===== config.mk =====
export PLATFORM = sky130hd
export DESIGN_NAME = ov7670_pixel_capture
export DESIGN_NICKNAME = d
export VERILOG_FILES = /design/src/rtl/ov7670_pkg.sv /design/src/rtl/ov7670_in_sync.sv /design/src/rtl/ov7670_pixel_capture.sv
export SDC_FILE = /design/constraint.sdc
export NUM_CORES = 1
export LEC_CHECK = 0
export CORE_ASPECT_RATIO = 1.5
export CORE_MARGIN = 3
export CORE_UTILIZATION = 40
export DETAILED_ROUTE_END_ITERATION = 8
export PLACE_DENSITY = 0.62
export SLEW_MARGIN = 0
export SYNTH_ARGS = -nofsm -noshare
export SYNTH_HDL_FRONTEND = slang
export SYNTH_HIERARCHICAL = 1
export SYNTH_SLANG_ARGS = --single-unit

===== constraint.sdc =====
create_clock -name clk -period 3.3 [get_ports clk]
set_input_delay 0.66 -clock clk [delete_from_list [all_inputs] [get_ports clk]]
set_output_delay 0.66 -clock clk [all_outputs]
set_load 0.01 [all_outputs]

===== src/rtl/ov7670_pkg.sv =====
// ov7670_pkg -- shared constants and types for the OV7670 pixel capture block.
//   H_RES_DEF / V_RES_DEF : default QVGA geometry
//   FRAME_PIXELS          : pixels in one default frame
//   ADDR_W                : frame-buffer word address width
//   cap_state_t           : capture FSM state encoding
package ov7670_pkg;

  localparam int unsigned H_RES_DEF    = 320;
  localparam int unsigned V_RES_DEF    = 240;
  localparam int unsigned FRAME_PIXELS = H_RES_DEF * V_RES_DEF;
  localparam int unsigned ADDR_W       = 17;

  typedef enum logic [1:0] {
    IDLE       = 2'd0,
    WAIT_FRAME = 2'd1,
    CAPTURE    = 2'd2
  } cap_state_t;

endpackage


===== src/rtl/ov7670_in_sync.sv =====
// ov7670_in_sync -- brings the camera interface into the clk domain.
// Each camera signal passes through a 2-flop synchronizer; pclk, href and
// vsync have a third flop holding the previous synced value for edge detect.
//   clk, reset         : system clock, async active-high reset
//   ov_pclk/href/vsync : raw camera strobes
//   ov_data[7:0]       : raw camera byte bus
//   pclk_rise          : synced pclk went 0->1 this cycle
//   href_fall          : synced href went 1->0 this cycle
//   vsync_rise/fall    : synced vsync edges
//   href_s, data_s     : synchronized href and data, aligned with pclk_rise
module ov7670_in_sync (
  input  logic       clk,
  input  logic       reset,
  input  logic       ov_pclk,
  input  logic       ov_href,
  input  logic       ov_vsync,
  input  logic [7:0] ov_data,
  output logic       pclk_rise,
  output logic       href_fall,
  output logic       vsync_rise,
  output logic       vsync_fall,
  output logic       href_s,
  output logic [7:0] data_s
);

  // bit 0: first sync stage, bit 1: synced value, bit 2: previous synced value
  logic [2:0] pclk_q;
  logic [2:0] href_q;
  logic [2:0] vsync_q;
  logic [7:0] data_q1;
  logic [7:0] data_q2;

  always_ff @(posedge clk or posedge reset) begin
    if (reset) begin
      pclk_q  <= '0;
      href_q  <= '0;
      vsync_q <= '0;
      data_q1 <= '0;
      data_q2 <= '0;
    end else begin
      pclk_q  <= {pclk_q[1:0], ov_pclk};
      href_q  <= {href_q[1:0], ov_href};
      vsync_q <= {vsync_q[1:0], ov_vsync};
      data_q1 <= ov_data;
      data_q2 <= data_q1;
    end
  end

  assign pclk_rise  = pclk_q[1] & ~pclk_q[2];
  assign href_fall  = ~href_q[1] & href_q[2];
  assign vsync_rise = vsync_q[1] & ~vsync_q[2];
  assign vsync_fall = ~vsync_q[1] & vsync_q[2];
  assign href_s     = href_q[1];
  assign data_s     = data_q2;

endmodule


===== src/rtl/ov7670_pixel_capture.sv =====
// ov7670_pixel_capture -- captures RGB565 frames from an OV7670 camera and
// emits one frame-buffer write per pixel.
//   clk, reset  : 100 MHz system clock, async active-high reset
//   en          : capture enable (high once camera is configured)
//   ov_pclk, ov_href, ov_vsync, ov_data[7:0] : raw camera interface
//   wr_en       : one-cycle frame-buffer write strobe
//   wr_addr     : word address y*H_RES+x
//   wr_data     : RGB565 pixel {first byte, second byte}
//   frame_done  : one-cycle pulse at end of each captured frame
//   frame_err   : pixel count mismatch for the last frame, held until next frame_done
module ov7670_pixel_capture
  import ov7670_pkg::*;
#(
  parameter int unsigned H_RES = H_RES_DEF,
  parameter int unsigned V_RES = V_RES_DEF
) (
  input  logic              clk,
  input  logic              reset,
  input  logic              en,
  input  logic              ov_pclk,
  input  logic              ov_href,
  input  logic              ov_vsync,
  input  logic [7:0]        ov_data,
  output logic              wr_en,
  output logic [ADDR_W-1:0] wr_addr,
  output logic [15:0]       wr_data,
  output logic              frame_done,
  output logic              frame_err
);

  localparam logic [ADDR_W-1:0] PIX_TOTAL = ADDR_W'(H_RES * V_RES);

  logic       pclk_rise;
  logic       href_fall;
  logic       vsync_rise;
  logic       vsync_fall;
  logic       href_s;
  logic [7:0] data_s;

  ov7670_in_sync u_in_sync (
    .clk        (clk),
    .reset      (reset),
    .ov_pclk    (ov_pclk),
    .ov_href    (ov_href),
    .ov_vsync   (ov_vsync),
    .ov_data    (ov_data),
    .pclk_rise  (pclk_rise),
    .href_fall  (href_fall),
    .vsync_rise (vsync_rise),
    .vsync_fall (vsync_fall),
    .href_s     (href_s),
    .data_s     (data_s)
  );

  cap_state_t        state;
  cap_state_t        state_nxt;
  logic              start_frame;
  logic              end_frame;
  logic              clr_phase;
  logic              byte_strobe;
  logic              phase;
  logic              overrun;
  logic [7:0]        hi_byte;
  logic [ADDR_W-1:0] count;

  always_ff @(posedge clk or posedge reset) begin
    if (reset) state <= IDLE;
    else       state <= state_nxt;
  end

  // Only a vsync falling edge starts a frame, so entering WAIT_FRAME with
  // vsync already low waits for a complete high-then-low cycle.
  // vsync_rise is checked before the pixel path so it wins a same-cycle pclk edge.
  always_comb begin
    state_nxt   = state;
    start_frame = 1'b0;
    end_frame   = 1'b0;
    clr_phase   = 1'b0;
    byte_strobe = 1'b0;
    if (!en) begin
      state_nxt = IDLE;
    end else begin
      case (state)
        IDLE:       state_nxt = WAIT_FRAME;
        WAIT_FRAME: begin
          if (vsync_fall) begin
            state_nxt   = CAPTURE;
            start_frame = 1'b1;
          end
        end
        CAPTURE: begin
          if (vsync_rise) begin
            state_nxt = WAIT_FRAME;
            end_frame = 1'b1;
          end else if (href_fall) begin
            clr_phase = 1'b1;
          end else if (pclk_rise && href_s) begin
            byte_strobe = 1'b1;
          end
        end
        default:    state_nxt = IDLE;
      endcase
    end
  end

  // overrun remembers pixels dropped after saturation, since count alone
  // cannot tell an exact frame from an oversized one.
  always_ff @(posedge clk or posedge reset) begin
    if (reset) begin
      wr_en      <= 1'b0;
      wr_addr    <= '0;
      wr_data    <= '0;
      frame_done <= 1'b0;
      frame_err  <= 1'b0;
      phase      <= 1'b0;
      overrun    <= 1'b0;
      hi_byte    <= '0;
      count      <= '0;
    end else begin
      wr_en      <= 1'b0;
      frame_done <= 1'b0;
      if (start_frame) begin
        count   <= '0;
        phase   <= 1'b0;
        wr_addr <= '0;
        overrun <= 1'b0;
      end else if (end_frame) begin
        frame_done <= 1'b1;
        frame_err  <= (count != PIX_TOTAL) | overrun;
      end else if (clr_phase) begin
        phase <= 1'b0;
      end else if (byte_strobe) begin
        phase <= ~phase;
        if (!phase) begin
          hi_byte <= data_s;
        end else if (count == PIX_TOTAL) begin
          overrun <= 1'b1;
        end else begin
          wr_en   <= 1'b1;
          wr_data <= {hi_byte, data_s};
          wr_addr <= count;
          count   <= count + ADDR_W'(1);
        end
      end
    end
  end

endmodule


==> results.md <==
- Delay of the slowest cell on the worst path: 1.00 ns
- Antenna violations before repair: 0
- Mean post-synth cell area: 12.1 um2
- Top Layer Used: met4
- Routed metal-1 wirelength: 3000 um
- Number of nets in the layout: 365
- Post-route fraction of the period consumed by the critical path: 0.789
- Ordered cell list for the critical path: inv_1 > ha_1 > nor4bb_1 > nand4_1 > a21oi_1 > mux2_2
- DP Wirelength: 5030 um
- Total congestion overflow after global routing: 0
- Die width: 84.0 um
- Lkg Pwr: 1.98 nW
- Worst setup EP type: flop
- Power per Cell Area: 490 nW/um2
- Crit path launch type: flop
- CP max-delay cell: sky130_fd_sc_hd__a21oi_1
- Count of unique library cells instantiated by Yosys: 41
- Max Fanout on Critical Path: 14
- Portion of the post-synthesis area used by sequential elements: 0.616
- Post-detailed-route wirelength per cell: 15.8 um
- Fraction of final layout cells with drive strength greater than 1: 0.150
- Wire length of the first global-routing pass: 12,500 um
- Y dimension of the die: 123 um
- Most frequent standard cell in the layout excluding fill and tap cells: sky130_fd_sc_hd__dfrtp_1
- Detailed route wirelength on metal3: 222 um
- Cell chosen for the clock root: sky130_fd_sc_hd__clkbuf_16
- Number of flip-flops and latches in the synthesized netlist: 90
- DRC Markers: 0
- Total negative setup slack: 0 ns
- Final number of max-transition violations: 0
- Sinks on the clock net: 90
- Maxcap violations: 0
- Final Hold Viols: 0
- Number of rows created at floorplan: 42
- Number of DRC markers after the initial detailed-route iteration: 115
- Syn nets: 319
- Start-to-end type of the worst setup path: flop to flop
- # fillers: 817
- Number of buffers inserted during clock tree synthesis: 9
- Synth Warn #: 6
- Clock Pin Slew Worst Setup and Hold Paths: 0.06 ns
- Layout Skew: 0.00610 ns
- Antenna violation net count after detailed routing: 0
- Starting utilization of the core area: 0.412
- Family with the most delay on the worst path: compound AO/OA/AOI/OAI gates
- Overall routed net length: 7320 um
- CP Data Arrival Time: 2.87 ns
- 1st-pass router iterations: 6
- Bufs on Longest Clock Path: 2
- Fin worst setup slack: 0.698 ns
- Finished Core Util: 0.513
- Aggregate global-route resource usage: 0.151
- Detailed-routed wire length on met2: 3950 um
- IR Drop Worst-Case VDD: 0.354 mV
- I/O pin cnt: 50
- Die area: 10,300 um2
- Gp weighted congestion: 0.836
- Latest clock arrival within the worst-skew pair: 0.33 ns
- Number of hold-repair buffers added at the cts stage: 0
- Proportion of synthesized flip-flops having asynchronous set or reset: 1.00
- Post-layout minimum cycle time: 2.60 ns
- Quantity of gates resized following cts: 0
- Most frequent cells in the layout: 90 x sky130_fd_sc_hd__dfrtp_1, 49 x sky130_fd_sc_hd__clkdlybuf4s50_1, 27 x sky130_fd_sc_hd__nand2_1
- Worst setup slack after placement: 0.474 ns
- Final number of setup-violating endpoints: 0
- H-tree depth: 3
- Mapped Cells: 303
- Layout Area Growth over Synthesis: 24.5%
- Status: finished clean
- Via total after detailed routing: 2,533
- Slew margin rel.: 0.182
- DR vias/cell: 5.47
- Area of the mapped netlist: 3650 um2
- Number of buffer and inverter stages on the critical path: 1
- Number of buffers inserted to repair setup after CTS: 0
- Hold WC Path Type: flop to flop
- Number of global-route vias before repair: 2,645
- Count of buffers inserted at the top-level ports: 49
- Crit path required time: 3.57 ns
- Achievable frequency: 384 MHz
- Diodes inserted: 0
- Core box area: 8880 um2
- Most used DFF post-synth: sky130_fd_sc_hd__dfrtp_1
- Slew at the pin closest to its max-slew limit: 1.23 ns
- Clock tree from TritonCTS: built
- Maximum number of pins on one net before global-route repair: 37
- Setup repair after global routing missed its margin: no
- Number of enable-type register cells in the synthesized netlist: 0
## report_power, final
part / internal, W / switching, W / leakage, nW
logic: 0.0000377 / 0.0000413 / 0.654
clock network: 0.000603 / 0.000404 / 0.134
registers: 0.00113 / 0.0000138 / 1.19
total: 0.00177 / 0.000459 / 1.98
## synthesized netlist by cell type (all sizes together), types with 2 or more instances
cell type,instances,area [um2]
o21ai,22,110
inv,5,18.8
and4,3,26.3
buf,9,57.6
mux2,25,282
o31ai,2,15.0
or3,2,12.5
or4,4,30.0
clkbuf,13,48.8
nor2,8,30.0
nor4b,4,35.0
and2,2,12.5
nor2b,6,37.5
a221o,11,111
nand2,27,101
nor4bb,3,30.0
and4b,3,30.0
nand3,23,115
nor3,11,55.1
nor4,6,37.5
dfrtp,90,2250
ha,2,25.0
nand4,6,58.8
a21oi,4,20.0
## sequential cells by signal, indices dropped and copies added (netlist names), 2 cells and up
signal,flops
u_in_sync/data_s,8
hi_byte,8
u_in_sync/vsync_q,3
state,2
u_in_sync/pclk_q,3
u_in_sync/data_q1,8
count,17
u_in_sync/href_q,3
wr_addr,17
wr_data,16
## final timing paths
check | slack [ns] | to | from | cells past startpoint
setup reg to reg | 0.70 | count[0] | count[0] | 6
hold reg to reg | 0.35 | u_in_sync/data_s[7] | u_in_sync/data_q1[7] | 0
max in group asynchronous | 1.87 | u_in_sync/data_q1[0] | reset | 2
hold / removal | 0.35 | u_in_sync/data_s[7] | u_in_sync/data_q1[7] | 0
min in group asynchronous | 0.70 | phase | reset | 2
setup / recovery | 0.70 | count[0] | count[0] | 6
## layout make-up
type | count | area (um2) | share of cell area
Sequential cell | 90 | 2250 | 0.495
Multi-Input combinational cell | 186 | 1280 | 0.282
Timing Repair Buffer | 57 | 563 | 0.124
Clock buffer | 11 | 243 | 0.0533
Tap cell | 110 | 138 | 0.0302
Clock inverter | 4 | 52.6 | 0.0115
Inverter | 5 | 18.8 | 0.00412
## routing by layer
metal | vias to the layer above | global-route usage
met5 | - | 0
met4 | 0 | 0.0765
met3 | 10 | 0.0333
met2 | 50 | 0.263
met1 | 1280 | 0.175
li1 | 1193 | -
## metrics by stage
step / cell area [um2] / total power [W] / std cells / hold WS, ns
6_report: 4550 / 0.00223 / 463 / 0.347
5_1_grt: 4550 / 0.00232 / 463 / 0.356
4_1_cts: 4550 / 0.00226 / 463 / 0.349
3_5_place_dp: 4260 / 0.00125 / 448 / 0.335
3_3_place_gp: 4260 / 0.00124 / 448 / 0.332
2_1_floorplan: 3650 / 0.00120 / 303 / 0.331
## cell families after synthesis
family | share of synthesized area
AND/OR/NAND/NOR | 0.175
buffers and inverters | 0.0342
multiplexers | 0.0798
XOR/XNOR | 0.00240
adder cells (fa/ha/maj) | 0.00685
flip-flops | 0.616
AO/OA/AOI/OAI | 0.0853
Power figures use the tool's default switching activity.
